[src/rtl/btn_conditioner.sv]
// Push-button conditioner: per-channel synchroniser, debounce FSM, press/release pulses
// and long-press detection. All outputs are registered.
module btn_conditioner #(
    parameter int unsigned N_BTN           = 3,
    parameter int unsigned SYNC_STAGES     = 2,
    parameter int unsigned DEBOUNCE_CYCLES = 100_000,
    parameter int unsigned LONG_CYCLES     = 10_000_000
) (
    input  logic             clk_in,
    input  logic             rst,
    input  logic [N_BTN-1:0] btn_raw,
    output logic [N_BTN-1:0] btn_level,
    output logic [N_BTN-1:0] btn_press,
    output logic [N_BTN-1:0] btn_release,
    output logic [N_BTN-1:0] btn_long,
    output logic [N_BTN-1:0] btn_held
);

    localparam int unsigned CntW  = (DEBOUNCE_CYCLES > 2) ? $clog2(DEBOUNCE_CYCLES) : 1;
    localparam int unsigned HoldW = $clog2(LONG_CYCLES + 1);

    localparam logic [CntW-1:0]  CntLast  = CntW'(DEBOUNCE_CYCLES - 1);
    localparam logic [HoldW-1:0] HoldMax  = HoldW'(LONG_CYCLES);
    localparam logic [HoldW-1:0] HoldFire = HoldW'(LONG_CYCLES - 1);

    typedef enum logic [1:0] {
        StReleased,
        StPressChk,
        StPressed,
        StReleaseChk
    } state_e;

    logic [SYNC_STAGES-1:0] sync_q [N_BTN];
    logic [N_BTN-1:0]       s;

    state_e           state_q [N_BTN];
    state_e           state_d [N_BTN];
    logic [CntW-1:0]  cnt_q   [N_BTN];
    logic [CntW-1:0]  cnt_d   [N_BTN];
    logic [HoldW-1:0] hold_q  [N_BTN];
    logic [HoldW-1:0] hold_d  [N_BTN];

    logic [N_BTN-1:0] level_d, press_d, release_d, long_d, held_d;

    always_ff @(posedge clk_in or posedge rst) begin
        if (rst) begin
            for (int unsigned i = 0; i < N_BTN; i++) begin
                sync_q[i]  <= '0;
                state_q[i] <= StReleased;
                cnt_q[i]   <= '0;
                hold_q[i]  <= '0;
            end
            btn_level   <= '0;
            btn_press   <= '0;
            btn_release <= '0;
            btn_long    <= '0;
            btn_held    <= '0;
        end else begin
            for (int unsigned i = 0; i < N_BTN; i++) begin
                sync_q[i]  <= {sync_q[i][SYNC_STAGES-2:0], btn_raw[i]};
                state_q[i] <= state_d[i];
                cnt_q[i]   <= cnt_d[i];
                hold_q[i]  <= hold_d[i];
            end
            btn_level   <= level_d;
            btn_press   <= press_d;
            btn_release <= release_d;
            btn_long    <= long_d;
            btn_held    <= held_d;
        end
    end

    always_comb begin
        for (int unsigned i = 0; i < N_BTN; i++) begin
            s[i] = sync_q[i][SYNC_STAGES-1];
        end
    end

    always_comb begin
        level_d   = '0;
        press_d   = '0;
        release_d = '0;
        long_d    = '0;
        held_d    = '0;
        for (int unsigned i = 0; i < N_BTN; i++) begin
            state_d[i] = state_q[i];
            cnt_d[i]   = cnt_q[i];
            hold_d[i]  = hold_q[i];

            // Hold time accumulates across release bounces and saturates.
            if ((state_q[i] == StPressed || state_q[i] == StReleaseChk) && hold_q[i] != HoldMax) begin
                hold_d[i] = hold_q[i] + HoldW'(1);
            end

            unique case (state_q[i])
                StReleased: begin
                    if (s[i]) begin
                        state_d[i] = StPressChk;
                        cnt_d[i]   = '0;
                    end
                end
                StPressChk: begin
                    if (!s[i]) begin
                        state_d[i] = StReleased;
                    end else if (cnt_q[i] == CntLast) begin
                        state_d[i] = StPressed;
                        hold_d[i]  = '0;
                    end else begin
                        cnt_d[i] = cnt_q[i] + CntW'(1);
                    end
                end
                StPressed: begin
                    if (!s[i]) begin
                        state_d[i] = StReleaseChk;
                        cnt_d[i]   = '0;
                    end
                end
                StReleaseChk: begin
                    if (s[i]) begin
                        state_d[i] = StPressed;
                    end else if (cnt_q[i] == CntLast) begin
                        state_d[i] = StReleased;
                    end else begin
                        cnt_d[i] = cnt_q[i] + CntW'(1);
                    end
                end
                default: state_d[i] = StReleased;
            endcase

            level_d[i]   = (state_d[i] == StPressed) || (state_d[i] == StReleaseChk);
            press_d[i]   = level_d[i] & ~btn_level[i];
            release_d[i] = ~level_d[i] & btn_level[i];
            // Hold only climbs between clears, so the fire value is crossed once per press.
            long_d[i]    = (hold_d[i] == HoldFire) && (hold_q[i] != HoldFire);
            held_d[i]    = release_d[i] ? 1'b0 : (long_d[i] | btn_held[i]);
        end
    end

endmodule

[config.mk]
export PLATFORM = sky130hd
export DESIGN_NAME = btn_conditioner
export DESIGN_NICKNAME = d
export VERILOG_FILES = /design/src/rtl/btn_conditioner.sv
export SDC_FILE = /design/constraint.sdc
export NUM_CORES = 1
export LEC_CHECK = 0
export CORE_UTILIZATION = 56
export DETAILED_ROUTE_END_ITERATION = 10
export GPL_TIMING_DRIVEN = 0
export PLACE_DENSITY = 0.76
export REMOVE_ABC_BUFFERS = 1
export SYNTH_ARGS = -nofsm -noshare
export SYNTH_HDL_FRONTEND = slang
export SYNTH_SLANG_ARGS = --single-unit
[constraint.sdc]
create_clock -name clk_in -period 4.8 [get_ports clk_in]
set_input_delay 0.96 -clock clk_in [delete_from_list [all_inputs] [get_ports clk_in]]
set_output_delay 0.96 -clock clk_in [all_outputs]
set_load 0.02 [all_outputs]
==> results of run 1 <==
critical path: stages, from the launching register on:
cell and delay (ns):
dfrtp_1 0.47, ha_1 0.35, nand4_1 0.44, nor4_1 0.97, xnor2_1 0.12, a31o_2 0.27
a31oi_1 0.23, nor4_2 0.07, a2bb2oi_1 0.13
per-stage QoR:
step                      utilization  TNS [ns]  instance area (sq um)
after CTS                       0.640         0                   9270
final                           0.640         0                   9270
after detailed placement        0.596         0                   8630
after floorplan                     -    -29.46                   8140
after global placement          0.591   -324.37                   8560
after global routing            0.640         0                   9270
routing by layer:
| metal | GRT usage | up-vias |
|---|---|---|
| met5 | 0 | - |
| met4 | 0.0715 | 0 |
| li1 | - | 3185 |
| met2 | 0.367 | 123 |
| met3 | 0.0481 | 21 |
| met1 | 0.327 | 3139 |
worst paths after layout:
check                                from           to  slack [ns]  cells after the start
worst min register to register  sync_q[2]         s[1]        0.35                      0
worst min-delay path            sync_q[2]         s[1]        0.35                      0
max in group asynchronous             rst   hold_q[17]        2.99                      3
min in group asynchronous             rst   state_q[4]        1.02                      2
worst max-delay path            hold_q[0]  btn_held[2]        1.63                      8
worst max register to register  hold_q[0]  btn_held[2]        1.63                      8
report_power, final:
part,internal [mW],total (mW),switching [mW]
clock network,0.946,1.45,0.503
registers,1.28,1.29,0.0127
logic,0.0174,0.0617,0.0442
total,2.24,2.80,0.560
cell type report:
class / count / share of cell area
tap: 184 / 0.0248
clock inverter: 9 / 0.0188
clock buffer: 22 / 0.0501
sequential: 150 / 0.405
timing repair buffer: 23 / 0.0263
multi-input combinational: 675 / 0.459
inverter: 39 / 0.0163
Yosys cell counts, types with 4 or more instances:
master     instances  share of area
nand3_1           53          0.032
a31oi_1            4         0.0030
nor4_1            19          0.014
buf_2              6         0.0036
and3_1            23          0.017
and4_1             6         0.0063
or3_1             15          0.011
a21oi_1           19          0.011
nor3_1            17          0.010
nand4_1           41          0.031
nor2_1           140          0.063
or2_2              4         0.0030
nor4bb_1           6         0.0072
xnor2_1           53          0.056
nor4b_1            5         0.0053
nand2b_1           9         0.0068
mux2i_1           10          0.012
o21ai_0           33          0.020
or4b_1             4         0.0048
and2_1             9         0.0068
ha_1               9          0.014
or4_1              9         0.0081
nand2_1           57          0.026
clkbuf_1          27          0.012
inv_1             39          0.018
dfrtp_1          150           0.45
xor2_1            56          0.059
o31ai_1            7         0.0063
o2111ai_1          6         0.0063
nor2b_1            7         0.0053
nor3b_1            5         0.0045
cells by family (layout without fill, tap and decap cells):
group | Yosys count | after routing | synth area share
XOR/XNOR | 109 | 109 | 0.115
AO/OA/AOI/OAI | 96 | 96 | 0.0750
adder cells (fa/ha/maj) | 9 | 9 | 0.0136
multiplexers | 10 | 10 | 0.0121
AND/OR/NAND/NOR | 451 | 451 | 0.295
buffers and inverters | 76 | 93 | 0.0380
flip-flops | 150 | 150 | 0.452
==> summary.md, run 1 <==
| Metric | Value |
|---|---|
| Pleak | `3.97 nW` |
| WL met2 | `between 8 and 9 mm` |
| CP Class | `register to register` |
| Grt total ovfl | `0` |
| Most frequent cells in the layout | `dfrtp_1 (150), nor2_1 (140), nand2_1 (57)` |
| Largest net degree at the start of global routing | `80` |
| Layout fillers | `~1.2k` |
| Final Critical Period | `about 3.2 ns` |
| Via count | `6468` |
| Most common cell after layout, fill and taps aside | `dfrtp_1` |
| N_diodes | `0` |
| NumNets Final | `920` |
| Failing checks | `design-rule violations` |
| Final setup violating endpoints | `0` |
| Global-route wire length before repair | `between 20 and 30 mm` |
| Peak supply drop | `247 uV` |
| WL/cell | `~15 um` |
| Fmax | `between 0.3 and 0.4 GHz` |
| Worst slack, placed | `1.65 ns` |
| Final worst-path cycle share | `0.661` |
| CTS Buf Count | `17` |
| Final ANT Viol Nets | `0` |
| Share of cells above drive strength 1 | `0.0621` |
| Wire length on met3 | `617 um` |
| DIE AREA | `around 15000 sq um` |
| Via density | `roughly 5.9` |
| CP endpoint kind | `register` |
| # port buffers | `19` |
| Slew Limit Fails | `0` |
| Register area share after synthesis | `0.452` |
| Asr flop ratio synth | `1.00` |
| FF+latch count, synth | `150` |
| Synth Flop Type | `dfrtp_1` |
| Register area | `approximately 3800 sq um` |
| CP Launch Type | `register` |
| Placed insts | `1071` |
| WP data arrival | `3.46 ns` |
| Layout area overhead | `11.6%` |
| Final Wtd Congestion | `about 0.91` |
| Router iterations before antenna repair | `10` |
| Max-cap violations | `0` |
| Ys Warns | `0` |
| Clk buf depth | `2` |
| Top sig layer | `met4` |
| Max FO, Critical Path | `11` |
| Synthesized instance count | `roughly 900` |
| Die W | `124 um` |
| Final Non-Filler Cells | `around 1.1k` |
| Hold_buf cts | `0` |
| CTS tree | `yes` |
| Largest register FFs | `72` |
| Min-Delay Path Class | `register to register` |
| Clock Sinks | `150` |
| # DRC | `1` |
| Clock slew at the register clock pins of the worst setup and hold paths | `approximately 0.06 ns` |
| Largest regs | `hold_q: 72 flops, cnt_q: 51 flops, state_q: 6 flops` |
| Worst Clk Skew | `approximately 0.0093 ns` |
| Skew-Pair Late Insertion Delay | `roughly 0.42 ns` |
| Worst-Margin Slew | `between 1 and 1.5 ns` |
| Vias in the first global route | `between 6k and 7k` |
| Post-CTS setup buffer count | `0` |
| Critical Path RT | `between 5 and 6 ns` |
| # IOs | `20` |
| Worst slew margin | `0.282` |
| Fin worst setup slack | `~1.6 ns` |
| CTS resizes | `0` |
| Routed length on met1 | `~8.0 mm` |
| Multi-input gate area | `between 4000 and 5000 sq um` |
| Status | `finished, violations left` |
| Iteration-0 DRC Markers | `roughly 480` |
| Row cnt | `44` |
| Initial Util | `0.574` |
| Wirelength, routed | `16.9 mm` |
| Avg Cell Area, Syn | `9.22 sq um` |
| Final hold vios | `0` |
| Netlist Area Pre-Place | `slightly above 8000 sq um` |
| H-Tree Depth | `4` |
| Final Total Pwr | `roughly 2.8 mW` |
| Height of the die | `124 um` |
| Clk root buf | `clkbuf_16` |
| Register with the most flip-flops | `hold_q` |
| Library cells used by synthesis | `68` |
| Initial antenna violation count | `0` |
| Pwr dens | `slightly above 300 nW/um^2` |
| Tot GR Track Use | `0.234` |
| Hold slack final | `around 0.35 ns` |
| RSZ-0062 raised after global routing | `false` |
| Final HPWL DP | `11.2 mm` |
| Core Region | `between 10000 and 15000 sq um` |
| Post-synth EDFFs | `0` |
Power figures use the tool's default switching activity.
==> run 2, diff against run 1 <==
CORE_UTILIZATION = 63   (was 56)
PLACE_DENSITY = 0.81   (was 0.76)
clock period = 3 ns   (was 4.8 ns; I/O delays follow)
==> run 2 against run 1 <==
Effect of this change:
- cell count rose by 0.18%
- largest power group unchanged
- via count is 4.8% higher
- non-clock buffer count increased by 12
- the run now ends clean
- highest routed layer unchanged
- combinational power up 65%
- critical path type unchanged
- clock skew down 0.0016 ns
- maximum frequency rose by 9.3%
- register-to-register slack worse by 1.5 ns
==> summary.md, run 2 (synthesis results as in run 1) <==
| Metric | Value |
|---|---|
| Final HPWL DP | `11.8 mm (was 11.2 mm)` |
| Min-Delay Path Class | `register to register (unchanged)` |
| Final Critical Period | `2.90 ns (was 3.17 ns)` |
| Final setup violating endpoints | `0 (unchanged)` |
| Clock slew at the register clock pins of the worst setup and hold paths | `0.06 ns (about the same)` |
| N_diodes | `0 (unchanged)` |
| Core Region | `12700 sq um (was 14500 sq um)` |
| Router iterations before antenna repair | `6 (was 10)` |
| Final worst-path cycle share | `0.967 (was 0.661)` |
| Final ANT Viol Nets | `0 (unchanged)` |
| Area after DPL | `8610 sq um (was 8630 sq um)` |
| Initial antenna violation count | `0 (unchanged)` |
| Die W | `117 um (was 124 um)` |
| Max FO, Critical Path | `8 (was 11)` |
| Finished Core Util | `0.743 (was 0.640)` |
| Pwr dens | `473 nW/um^2 (was 302 nW/um^2)` |
| # port buffers | `19 (unchanged)` |
| Pleak | `4.03 nW (was 3.97 nW)` |
| Fmax | `0.345 GHz (was 0.315 GHz)` |
| Height of the die | `117 um (was 124 um)` |
| Most common cell after layout, fill and taps aside | `dfrtp_1 (unchanged)` |
| Hold path cells | `0 (unchanged)` |
| CTS tree | `yes (unchanged)` |
| Status | `finished clean (was finished, violations left)` |
| WL/cell | `16.4 um (was 15.3 um)` |
| Tot GR Track Use | `0.284 (was 0.234)` |
| Grt total ovfl | `0 (unchanged)` |
| Largest net degree at the start of global routing | `104 (was 80)` |
| Most frequent cells in the layout | `dfrtp_1 (143), nor2_1 (140), nand2_1 (57) (was dfrtp_1 (150), nor2_1 (140), nand2_1 (57))` |
| NumNets Final | `933 (was 920)` |
| Sw Pwr | `0.897 mW (was 0.560 mW)` |
| Internal Dissipation | `3.57 mW (was 2.24 mW)` |
| H-Tree Depth | `4 (unchanged)` |
| Vias in the first global route | `6492 (was 6026)` |
| Worst-Margin Slew | `1.01 ns (was 1.07 ns)` |
| Max-cap violations | `0 (unchanged)` |
| Initial Util | `0.653 (was 0.574)` |
| Hold_buf cts | `0 (unchanged)` |
| Register with the most flip-flops | `hold_q (unchanged)` |
| WP data arrival | `3.24 ns (was 3.46 ns)` |
| Final hold vios | `0 (unchanged)` |
| Slew Limit Fails | `0 (unchanged)` |
| Via density | `6.14 (was 5.87)` |
| Sw Share | `0.201 (was 0.200)` |
| CTS Buf Count | `17 (unchanged)` |
| Worst Clk Skew | `0.00775 ns (was 0.00931 ns)` |
| Wirelength, routed | `18.1 mm (was 16.9 mm)` |
| Final Cell Area | `9450 sq um (was 9270 sq um)` |
| Clk root buf | `clkbuf_16 (unchanged)` |
| RSZ-0062 raised after global routing | `true (was false)` |
| Share of cells above drive strength 1 | `0.0976 (was 0.0621)` |
| Sequential power share | `0.463 (was 0.461)` |
| Peak supply drop | `596 uV (was 247 uV)` |
| CP Class | `register to register (unchanged)` |
| # DRC | `0 (was 1)` |
| Critical Path RT | `3.34 ns (was 5.09 ns)` |
| Worst reg2reg path depth | `7 (was 8)` |
| Power share of the clock group | `0.515 (was 0.517)` |
| Global-route wire length before repair | `30.4 mm (was 28.5 mm)` |
| Iteration-0 DRC Markers | `511 (was 482)` |
| CP Launch Type | `register (unchanged)` |
| Largest register FFs | `72 (unchanged)` |
| Worst slew margin | `0.323 (was 0.282)` |
| Via count | `6781 (was 6468)` |
| Skew-Pair Late Insertion Delay | `0.42 ns (about the same)` |
| Largest regs | `hold_q: 72 flops, cnt_q: 51 flops, state_q: 6 flops (unchanged)` |
| CP endpoint kind | `register (unchanged)` |
| Layout area overhead | `13.8% (was 11.6%)` |
| Clock Sinks | `150 (unchanged)` |
| Final Wtd Congestion | `0.892 (was 0.908)` |
| Clk buf depth | `2 (unchanged)` |
| Row cnt | `41 (was 44)` |
| # IOs | `20 (unchanged)` |
| Combinational power share | `0.023 (was 0.022)` |
| DIE AREA | `13600 sq um (was 15300 sq um)` |
[run 2: cell types whose count changed in the layout (fill, tap and decap cells not counted), moves of 3 or more]
cell / before / now
nor4_1: 19 / 16
buf_4: 2 / 14
clkbuf_8: 2 / 5
dfrtp_1: 150 / 143
dfrtp_2: 0 / 7
[run 2: power groups by stage]
stage                     clock network [mW]  logic (mW)  registers, mW
final                                   2.30       0.102           2.07
after global routing                    2.42       0.118           2.07
after CTS                               2.33       0.104           2.07
after detailed placement                   0       0.103           2.10
after global placement                     0      0.0904           2.10
after floorplan                            0      0.0694           2.10
[run 2: cell type report]
class / count / area [sq um]
clock buffer: 24 / 502
clock inverter: 8 / 143
fill: 953 / 3270
inverter: 39 / 151
multi-input combinational: 676 / 4340
sequential: 150 / 3760
tap: 172 / 215
timing repair buffer: 35 / 334
[run 2: stage by stage]
| stage | setup slack, ns | hold WS (ns) | std cells | TNS, ns | total power [mW] |
|---|---|---|---|---|---|
| global route | -0.0559 | 0.355 | 1104 | -0.0571 | 4.61 |
| finish | 0.0982 | 0.356 | 1104 | 0 | 4.47 |
| CTS | 0.0181 | 0.353 | 1099 | 0 | 4.50 |
| global placement | -3.43 | 0.334 | 1055 | -560.35 | 2.19 |
| floorplan | -1.64 | 0.331 | 864 | -254.95 | 2.17 |
| detailed placement | -0.254 | 0.341 | 1059 | -0.616 | 2.21 |
[run 2: worst max-delay path, cell delays in order, from the launching register on]
cell and delay, ns:
dfrtp_1 0.50, nand4_2 0.27, or4_1 0.70, or4_1 0.44
a21oi_1 0.20, o2111ai_1 0.18, nor4_2 0.35, a2bb2oi_1 0.19
[run 2: final timing paths]
check / from / to / slack, ns
worst max-delay path: hold_q[32] / btn_held[1] / 0.1
max in group asynchronous: rst / cnt_q[45] / 1.56
worst min-delay path: sync_q[2] / s[1] / 0.36
min in group asynchronous: rst / state_q[4] / 0.59
worst max register to register: hold_q[32] / btn_held[1] / 0.1
worst min register to register: sync_q[2] / s[1] / 0.36
[run 2: per-layer routing]
| layer | vias to the layer above | track usage | wire, um |
|---|---|---|---|
| met4 | 0 | 0.108 | 301 |
| met2 | 206 | 0.469 | 8920 |
| li1 | 3203 | - | - |
| met3 | 37 | 0.0628 | 866 |
| met1 | 3335 | 0.368 | 7980 |
| met5 | - | 0 | 0 |
[run 2: what timing repair did]
item                                    4_1_cts  5_1_grt
pin swaps                                     3        6
resized for setup                             5       21
gates cloned                                  1        0
setup buffers                                 7        5
endpoints found under the setup margin        5        5
==> run 3, diff against run 2 <==
CORE_UTILIZATION = 30   (was 63)
PLACE_DENSITY = not set   (was 0.81)
==> run 3 against run 2 <==
Effect of this change:
- sequential share of layout area fell by 1.0 points
- clock skew rose by 0.0031 ns
- global-route usage fell by 15 points
==> summary.md, run 3 (synthesis results as in run 1) <==
| Metric | Value |
|---|---|
| WL/cell | `14.0 um (was 16.4 um)` |
| Final setup violating endpoints | `0 (unchanged)` |
| Fin worst setup slack | `0.0623 ns (was 0.0982 ns)` |
| Clk buf depth | `2 (unchanged)` |
| Clock Sinks | `150 (unchanged)` |
| # port buffers | `19 (unchanged)` |
| CTS tree | `yes (unchanged)` |
| Most common cell after layout, fill and taps aside | `nor2_1 (was dfrtp_1)` |
| Skew-Pair Late Insertion Delay | `0.43 ns (was 0.42 ns)` |
| Die W | `168 um (was 117 um)` |
| WP data arrival | `3.27 ns (was 3.24 ns)` |
| Wirelength, routed | `17.9 mm (was 18.1 mm)` |
| Iteration-0 DRC Markers | `347 (was 511)` |
| Area after DPL | `8820 sq um (was 8610 sq um)` |
| NumNets Final | `937 (was 933)` |
| Register with the most flip-flops | `hold_q (unchanged)` |
| Grt total ovfl | `0 (unchanged)` |
| Vias in the first global route | `6404 (was 6492)` |
| Critical Path RT | `3.33 ns (was 3.34 ns)` |
| Crit path max-delay cell type | `or4b_4 (was or4_1)` |
| Initial antenna violation count | `0 (unchanged)` |
| CP top delay family | `simple AND/OR/NAND/NOR gates (unchanged)` |
| Final Wtd Congestion | `0.863 (was 0.892)` |
| Grt met3 use | `0.0268 (was 0.0628)` |
| Max-cap violations | `0 (unchanged)` |
| Min-Delay Path Class | `register to register (unchanged)` |
| Via density | `5.12 (was 6.14)` |
| Largest regs | `hold_q: 72 flops, cnt_q: 51 flops, state_q: 6 flops (unchanged)` |
| Pleak | `4.03 nW (about the same)` |
| Core Region | `27000 sq um (was 12700 sq um)` |
| Clk root buf | `clkbuf_16 (unchanged)` |
| Share of cells above drive strength 1 | `0.114 (was 0.0976)` |
| Status | `finished clean (unchanged)` |
| # DRC | `0 (unchanged)` |
| Most frequent cells in the layout | `nor2_1 (140), dfrtp_1 (137), nand2_1 (57) (was dfrtp_1 (143), nor2_1 (140), nand2_1 (57))` |
| Hold Crit Start | `sync_q[2] (unchanged)` |
| Worst reg2reg startpoint | `hold_q[56] (was hold_q[32])` |
| CP endpoint kind | `register (unchanged)` |
| Fmax | `0.340 GHz (was 0.345 GHz)` |
| GR peak layer | `met2 (unchanged)` |
| Tot GR Track Use | `0.133 (was 0.284)` |
| Crit path depth | `7 (unchanged)` |
| CP Class | `register to register (unchanged)` |
| Max FO, Critical Path | `7 (was 8)` |
| Global-route wire length before repair | `31.1 mm (was 30.4 mm)` |
| M2 GR Usage | `0.207 (was 0.469)` |
| Worst slew margin | `0.308 (was 0.323)` |
| Initial Util | `0.307 (was 0.653)` |
| Buffers and inverters on the worst path | `0 (unchanged)` |
| CP max stage delay | `0.56 ns (was 0.70 ns)` |
| Sw Share | `0.222 (was 0.201)` |
| Router iterations before antenna repair | `5 (was 6)` |
| Slew Limit Fails | `0 (unchanged)` |
| H-Tree Depth | `4 (unchanged)` |
| Final hold vios | `0 (unchanged)` |
| Worst-path cell chain | `or4b_4 -> nor4_4 -> a21boi_4 -> or2_4 -> o32a_1 -> or4b_4 -> nor4_4 (was nand4_2 -> or4_1 -> or4_1 -> a21oi_1 -> o2111ai_1 -> nor4_2 -> a2bb2oi_1)` |
| Height of the die | `168 um (was 117 um)` |
| Largest net degree at the start of global routing | `89 (was 104)` |
| CTS Buf Count | `17 (unchanged)` |
| Power share of the clock group | `0.506 (was 0.515)` |
| Via count | `6535 (was 6781)` |
| Final ANT Viol Nets | `0 (unchanged)` |
| Internal Dissipation | `3.41 mW (was 3.57 mW)` |
| RSZ-0062 raised after global routing | `true (unchanged)` |
| Final Cell Area | `9720 sq um (was 9450 sq um)` |
| Worst Clk Skew | `0.0109 ns (was 0.00775 ns)` |
| Pwr dens | `451 nW/um^2 (was 473 nW/um^2)` |
| Final worst-path cycle share | `0.979 (was 0.967)` |
| Row cnt | `60 (was 41)` |
| Sw Pwr | `0.972 mW (was 0.897 mW)` |
| DIE AREA | `28400 sq um (was 13600 sq um)` |
| N_diodes | `0 (unchanged)` |
| Clock slew at the register clock pins of the worst setup and hold paths | `0.06 ns (about the same)` |
| Worst slack, placed | `-0.287 ns (was -0.254 ns)` |
| Finished Core Util | `0.360 (was 0.743)` |
| Final HPWL DP | `11.8 mm (about the same)` |
| Final Critical Period | `2.94 ns (was 2.90 ns)` |
| Hold slack final | `0.347 ns (was 0.356 ns)` |
| # IOs | `20 (unchanged)` |
| Layout area overhead | `17.0% (was 13.8%)` |
| Sequential power share | `0.471 (was 0.463)` |
| Worst-Margin Slew | `1.03 ns (was 1.01 ns)` |
| Layout fillers | `2727 (was 953)` |
| Largest register FFs | `72 (unchanged)` |
| Worst reg2reg path depth | `7 (unchanged)` |
| Critical Path Source | `hold_q[56] (was hold_q[32])` |
| Hold path cells | `0 (unchanged)` |
| Combinational power share | `0.023 (about the same)` |
| Peak supply drop | `247 uV (was 596 uV)` |
| M1 GR Usage | `0.181 (was 0.368)` |
| CP Launch Type | `register (unchanged)` |
-- run 3: final timing paths --
| path | slack (ns) | end |
|---|---|---|
| max in group asynchronous | 1.44 | hold_q[56] |
| min in group asynchronous | 0.69 | cnt_q[32] |
| hold / removal | 0.35 | s[1] |
| hold reg to reg | 0.35 | s[1] |
| setup reg to reg | 0.06 | btn_long[0] |
| setup / recovery | 0.06 | btn_long[0] |
-- run 3: worst register-to-register path, delay by kind of cell (launching register included) --
kind | cells | cell delay [ns]
AND/OR/NAND/NOR | 5 | 2.03
flip-flops | 1 | 0.46
AO/OA/AOI/OAI | 2 | 0.36
-- run 3: layer usage --
layer,wire length [um],share of wire,vias up
met3,573,0.032,21
met4,346,0.019,0
met2,8190,0.46,104
li1,-,-,3218
met5,0,0,-
met1,8800,0.49,3192
-- run 3: final cells by class --
type	count	area, sq um	area share
Clock inverter	13	171	0.0176
Timing Repair Buffer	39	364	0.0375
Multi-Input combinational cell	676	4390	0.452
Tap cell	341	427	0.0439
Sequential cell	150	3770	0.388
Clock buffer	19	443	0.0456
Inverter	39	151	0.0156
-- run 3: power by group through the flow --
stage	clock network (mW)	logic (mW)	registers, mW
5_1_grt	2.37	0.119	2.07
3_3_place_gp	0	0.0965	2.10
3_5_place_dp	0	0.105	2.10
4_1_cts	2.29	0.105	2.07
2_1_floorplan	0	0.0694	2.10
6_report	2.22	0.0992	2.07
-- run 3: repair_timing --
action | CTS | global route
setup buffers | 7 | 9
hold buffers | 0 | 0
resized for setup | 9 | 33
cloned | 1 | 0
pin swaps | 4 | 7
endpoints found under the setup margin | 5 | 13
-- run 3: through the flow --
stage / std cells / TNS (ns) / total power [mW]
3_5_place_dp: 1228 / -0.878 / 2.21
2_1_floorplan: 864 / -254.95 / 2.17
4_1_cts: 1268 / 0 / 4.46
6_report: 1277 / 0 / 4.38
3_3_place_gp: 1224 / -635.72 / 2.20
5_1_grt: 1277 / -0.108 / 4.56
